==> config.mk <==
export PLATFORM = sky130hd
export DESIGN_NAME = dff_delay_line
export DESIGN_NICKNAME = d
export VERILOG_FILES = /design/src/rtl/dff_pkg.sv /design/src/rtl/dff_stage.sv /design/src/rtl/dff_delay_line.sv
export SDC_FILE = /design/constraint.sdc
export NUM_CORES = 1
export LEC_CHECK = 0
export ABC_AREA = 1
export BUFFER_PORTS_ARGS = -buffer_cell sky130_fd_sc_hd__clkbuf_2
export CAP_MARGIN = 20
export CORE_ASPECT_RATIO = 0.9
export CORE_MARGIN = 5
export CORE_UTILIZATION = 35
export DETAILED_ROUTE_END_ITERATION = 16
export GPL_ROUTABILITY_DRIVEN = 1
export HOLD_SLACK_MARGIN = 0.02
export PLACE_DENSITY = 0.63
export SLEW_MARGIN = 20
export SYNTH_ARGS = -nofsm -noshare
export SYNTH_HDL_FRONTEND = slang
export SYNTH_HIERARCHICAL = 1
export SYNTH_SLANG_ARGS = --single-unit
export TNS_END_PERCENT = 50
==> constraint.sdc <==
create_clock -name clk -period 1.65 [get_ports clk]
set_input_delay 0 -clock clk [delete_from_list [all_inputs] [get_ports clk]]
set_output_delay 0 -clock clk [all_outputs]
set_load 0.01 [all_outputs]
==> src/rtl/dff_pkg.sv <==
// Shared constants and width helpers for the register delay line.
// Index and count widths are forced to at least one bit so DEPTH=1 still elaborates.
package dff_pkg;

  localparam int DEFAULT_WIDTH = 8;
  localparam int DEFAULT_DEPTH = 4;

  function automatic int clog2_min1(input int n);
    int w;
    w = $clog2(n);
    return (w < 1) ? 1 : w;
  endfunction

  function automatic int tap_idx_w(input int depth);
    return clog2_min1(depth);
  endfunction

  function automatic int occ_cnt_w(input int depth);
    return clog2_min1(depth + 1);
  endfunction

endpackage

==> src/rtl/dff_stage.sv <==
// One data + valid register of the delay line.
// Priority on each edge: reset, then clear, then advance.
module dff_stage
  import dff_pkg::*;
#(
  parameter int               WIDTH     = DEFAULT_WIDTH,
  parameter logic [WIDTH-1:0] RESET_VAL = '0
) (
  input  logic             clk,
  input  logic             rst,
  input  logic             i_clr,
  input  logic             i_en,
  input  logic [WIDTH-1:0] i_d,
  input  logic             i_d_valid,
  output logic [WIDTH-1:0] o_q,
  output logic             o_q_valid
);

  logic [WIDTH-1:0] r_data;
  logic             r_valid;

  always_ff @(posedge clk) begin
    if (rst || i_clr) begin
      r_data  <= RESET_VAL;
      r_valid <= 1'b0;
    end else if (i_en) begin
      r_data  <= i_d;
      r_valid <= i_d_valid;
    end
  end

  assign o_q       = r_data;
  assign o_q_valid = r_valid;

endmodule

==> src/rtl/dff_delay_line.sv <==
// WIDTH-bit, DEPTH-stage retiming delay line with valid tracking, stall, flush,
// a selectable tap and a running count of valid stages.
module dff_delay_line
  import dff_pkg::*;
#(
  parameter int               WIDTH     = DEFAULT_WIDTH,
  parameter int               DEPTH     = DEFAULT_DEPTH,
  parameter logic [WIDTH-1:0] RESET_VAL = '0
) (
  input  logic                          clk,
  input  logic                          rst,
  input  logic                          en,
  input  logic                          flush,
  input  logic [WIDTH-1:0]              d,
  input  logic                          d_valid,
  input  logic [tap_idx_w(DEPTH)-1:0]   tap_sel,
  output logic [WIDTH-1:0]              q,
  output logic                          q_valid,
  output logic [WIDTH-1:0]              tap_q,
  output logic                          tap_valid,
  output logic [occ_cnt_w(DEPTH)-1:0]   occupancy,
  output logic                          full
);

  localparam int TAP_W = tap_idx_w(DEPTH);
  localparam int OCC_W = occ_cnt_w(DEPTH);

  logic [WIDTH-1:0] w_chain_d [DEPTH];
  logic             w_chain_v [DEPTH];
  logic [WIDTH-1:0] w_stage_q [DEPTH];
  logic             w_stage_v [DEPTH];
  logic [WIDTH-1:0] w_tap_q;
  logic             w_tap_v;
  logic [OCC_W-1:0] r_occ;

  assign w_chain_d[0] = d;
  assign w_chain_v[0] = d_valid;

  for (genvar gi = 0; gi < DEPTH; gi++) begin : g_stage
    if (gi > 0) begin : g_link
      assign w_chain_d[gi] = w_stage_q[gi-1];
      assign w_chain_v[gi] = w_stage_v[gi-1];
    end

    dff_stage #(
      .WIDTH     (WIDTH),
      .RESET_VAL (RESET_VAL)
    ) u_stage (
      .clk       (clk),
      .rst       (rst),
      .i_clr     (flush),
      .i_en      (en),
      .i_d       (w_chain_d[gi]),
      .i_d_valid (w_chain_v[gi]),
      .o_q       (w_stage_q[gi]),
      .o_q_valid (w_stage_v[gi])
    );
  end

  // Out-of-range selects (non-power-of-2 DEPTH) read as an empty reset stage.
  always_comb begin
    w_tap_q = RESET_VAL;
    w_tap_v = 1'b0;
    for (int i = 0; i < DEPTH; i++) begin
      if (tap_sel == TAP_W'(i)) begin
        w_tap_q = w_stage_q[i];
        w_tap_v = w_stage_v[i];
      end
    end
  end

  // Entry and exit are tracked together so the count stays within 0..DEPTH.
  always_ff @(posedge clk) begin
    if (rst || flush) begin
      r_occ <= '0;
    end else if (en) begin
      r_occ <= r_occ + OCC_W'(d_valid) - OCC_W'(w_stage_v[DEPTH-1]);
    end
  end

  assign q         = w_stage_q[DEPTH-1];
  assign q_valid   = w_stage_v[DEPTH-1];
  assign tap_q     = w_tap_q;
  assign tap_valid = w_tap_v;
  assign occupancy = r_occ;
  assign full      = (r_occ == OCC_W'(DEPTH));

endmodule

* Word level (Yosys, flattened, before mapping)
Index checks and enable logic that the tools add are counted.
W data, S select, Z words.
** Word-level totals
- Input bits :: 15
- Register bits after elaboration :: 39
- Output and inout port bits :: 22
- Word-level logic and storage cells :: 25
** Operators by class
- Reductions and logical operators :: 2
- Add/subtract/negate cells :: 2
- Muxes and demuxes :: 8
- Equality and inequality tests :: 4
** Operators with widths (number)
- $mux W8 :: 4
- $eq A2 B2 Y1 const B :: 2
- $mux W1 :: 4
- $add A3 B1 Y3 :: 1
- $eq A3 B3 Y1 const B :: 1
- $sub A3 B1 Y3 :: 1
- $eq A2 B1 Y1 const B :: 1
- $logic_not A2 Y1 :: 1
- $logic_or A1 B1 Y1 :: 1

* Logic depth before layout (Yosys ltp)
- Depth after elaboration :: 5
- Gate-level depth with buffers :: 11
- Mapped depth without buffers :: 11

* By module
The synthesis kept the hierarchy.
** By module, submodules not included
- dff_stage :: cells an instance 57, area each 432.9 um^2, times used 4, seq. area each 180.2 um^2
- dff_delay_line :: cells an instance 79, area each 429.2 um^2, times used 1, seq. area each 60.1 um^2

* Least setup slack after synthesis
No wires, ideal clock.
- Path type :: reg-to-reg
- From :: register r_occ[0], in the netlist occupancy[0]
- To :: register r_occ[2], in the netlist occupancy[2]
- Setup slack :: -0.021 ns
- Arrival time :: 1.562 ns
- Data required time :: 1.540 ns
- Stages on the path, launching flop included :: 12
- Path buffers :: 0
- Clock period less this slack :: 1.671 ns
- Cells stage by stage :: dfxtp_1 -> inv_1 -> ha_1 -> inv_1 -> ha_1 -> fa_1 -> inv_1 -> nand2_1 -> nand3_1 -> nand2_1 -> inv_1 -> nor2_1
** Between the ends
- Word-level cells in the longest chain between the ends :: 2
** RTL lines
- start, declared :: RTL line dff_delay_line.sv:34 : logic [OCC_W-1:0] r_occ;
- start signal, assigned :: RTL line dff_delay_line.sv:77 : r_occ <= r_occ + OCC_W'(d_valid) - OCC_W'(w_stage_v[DEPTH-1]);
- $add A3 B1 Y3 :: RTL line dff_delay_line.sv:77
- $sub A3 B1 Y3 :: RTL line dff_delay_line.sv:77
No other way between the ends.
A chain may end at the register's enable or synchronous reset.

* Worst setup path after layout
Same ends and word-level chain as after synthesis.

==> flow_summary.ini <==
[detailed_routing]
first_iter_violations = 55
wl_met1_um = 2000
routed_via_density = 4.39
drt-total-wl_um = 4400
met2_length_um = 2070
firstDrtPassIters = 4
wl_met3_um = 241
ant_nets = 0
num_vias = 1878
highest_layer = met4
remaining_drc_errors = 0
wire_per_inst_um = 10.3

[pwr]
p_clk_frac = 0.320
p_leak_uw = 0.00120
p_comb_frac = 0.168
power_frac_seq = 0.512
total_power_uw = 1960
powerDensity_nw_per_um2 = 769
power_switching_uw = 555
swShare = 0.282
cell_internal_pwr_uw = 1410
ir_drop_uv = 315

[clock_network]
h-tree-depth = 2
clock_sinks = 39
clk_path_buf_depth = 2
numCtsBuffers = 5
cts_tree = done
clkLatencyLatePin_ps = 300
clk_pin_slew_ps = 70
root_buffer = clkbuf_8

[logic_synthesis]
postSynthAreaPerCell_um2 = 7.04
syn_nets = 325
ys_warn_count = 6
synth.top_cell.area_share = 0.361
synth.area.top_cells = dfxtp_1 (36%), nand2_1 (18%), nor2_2 (11%)
netlist_instances = 307
synth_area_um2 = 2160
yosys.area.top_type = dfxtp_1
yosysSeqAreaShare = 0.361
synth-seq-cells = 39
synth.distinct_cells = 20

[sta]
setup_tns_ps = 0
skew_ps = 6.04
period_share = 0.971
worstMarginPinSlew_ps = 423
grt_setup_unrepaired = true
fmax_mhz = 624
relSlewSlack = 0.718
finalSetupViolations = 0
final_hold_viol_count = 0
drv_slew = 0
fin_crit_ps = 1600

[floorplan]
core_area_um2 = 6050
die_area_um2 = 7850
die_width_um = 92.8
initial_utilization = 0.357
num_rows = 27
die_y_um = 84.5
ioPinCount = 37

[setup_path]
required_ps = 1890
start_kind = flip-flop
cp.arrival_ps = 1840
endpoint_kind = flip-flop
reg2reg_slack_ps = 50
cp_max_fo = 2
worst-setup-path-type = reg2reg

[place]
placed_cell_area_um2 = 2350
gp_congestion = 0.777
place_hpwl_um = 3330
port_buffers = 36
dp_cells = 411

[global_routing]
grtUsageTotal = 0.124
grt_max_degree = 37
antenna_found_initial = 0
grt_pass1_wl_um = 7810
first_global_vias = 1853
overflow = 0

[cells_and_area]
drive_above_1_share = 0.309
finish.utilization = 0.423
instances_no_fill = 428
fin_area_um2 = 2560
n_antenna_cell = 0
nets = 373
area_delta_synth_final_pct = 18.3

[status]
status = completed

[job]
drv_cap = 0

[min_path]
hold_class = in2reg
-- power groups by stage --
stage	clock, uW	combinational, uW	sequential [uW]
after floorplan	0	231	1030
after global placement	0	303	1030
after detailed placement	0	309	1030
after CTS	658	328	1010
after global routing	698	378	1010
final	629	329	1010
-- flip-flops by register name, summed over array words and instances, names as in the netlist --
signal                     flops
occupancy                      3
g_stage.u_stage/o_q_valid      4
g_stage.u_stage/o_q           32
-- cells by family after synthesis --
kind of cell | share of synthesized area
adders and majority gates | 0.0208
DFF | 0.361
AOI/OAI and AO/OA | 0.00926
and+or+nand+nor | 0.469
buffers and inverters | 0.140
-- cell usage in the layout (no fill, tap or decap) --
cell           synthesis  layout
a21oi_1                2       2
buf_12                 4       1
buf_2                  0       1
buf_4                  0       4
clkbuf_1               0       2
clkbuf_2               0      35
clkbuf_8               0       5
clkinv_1               1       1
clkinv_2               0       1
dfxtp_1               39      38
dfxtp_2                0       1
dlygate4sd3_1          0       8
fa_2                   0       1
ha_4                   0       2
inv_1                 44      41
inv_2                  2       5
nand2_1              105     103
nand2_2                4       6
nand2_4                4       4
nand3_2                0       1
nand4_1               10      10
nor2_1                38      38
nor2_2                37      37
nor2_4                 2       2
nor2_8                 4       4
nor3_1                 1       1
o21ai_0                2       1
o21ai_1                0       1
-- worst max-delay path: stages, from the launching register on --
cell,delay [ps]
dfxtp_2,340
inv_2,50
ha_4,250
inv_2,40
ha_4,150
fa_2,370
inv_2,60
nand2_2,50
nand4_1,70
nand2_1,60
nor2_1,100
-- per-stage QoR --
| step | hold slack, ps | setup slack (ps) |
|---|---|---|
| floorplan | 151 | 27.3 |
| global placement | 290 | 34.3 |
| detailed placement | 290 | -64.0 |
| CTS | 21.5 | 9.29 |
| global route | 65.7 | -40.6 |
| finish | 51.6 | 48.4 |
-- cells in the mapped netlist --
master    count
inv_1        44
a21oi_1       2
ha_1          2
buf_6         4
nand4_1      10
o21ai_0       2
nand2_4       4
nor2_2       37
nor2_4        2
buf_12        4
nand3_1       1
nor2_1       38
inv_2         2
clkinv_1      1
fa_1          1
nor3_1        1
dfxtp_1      39
nor2_8        4
nand2_1     105
nand2_2       4
-- per-layer routing --
metal | global-route usage | vias up
li1 | - | 996
met2 | 0.211 | 29
met1 | 0.143 | 845
met4 | 0.0559 | 0
met3 | 0.0367 | 8
met5 | 0 | -
-- cell type report --
| class | count | area, um2 |
|---|---|---|
| fill | 655 | 3490 |
| multi-input combinational | 213 | 1120 |
| sequential | 39 | 782 |
| timing repair buffer | 49 | 310 |
| inverter | 47 | 176 |
| tap | 72 | 90.1 |
| clock buffer | 7 | 76.3 |
| clock inverter | 1 | 5.00 |
-- final timing paths --
kind,end,cells past startpoint,startpoint
worst max-delay path,occupancy[2],10,occupancy[0]
worst min-delay path,g_stage[0].u_stage/o_q_valid,5,d_valid
worst max register to register,occupancy[2],10,occupancy[0]
worst min register to register,g_stage[1].u_stage/o_q[2],2,g_stage[1].u_stage/o_q[2]
-- what timing repair did --
| action | CTS | global route |
|---|---|---|
| resized for setup | 3 | 8 |
| endpoints found under the setup margin | 2 | 2 |
| pin swaps | 0 | 5 |
| hold endpoints to repair | 8 | 0 |
| hold buffers | 8 | 0 |
| buffers inserted | 1 | 0 |
No activity file was read; power rests on OpenSTA's default activity.
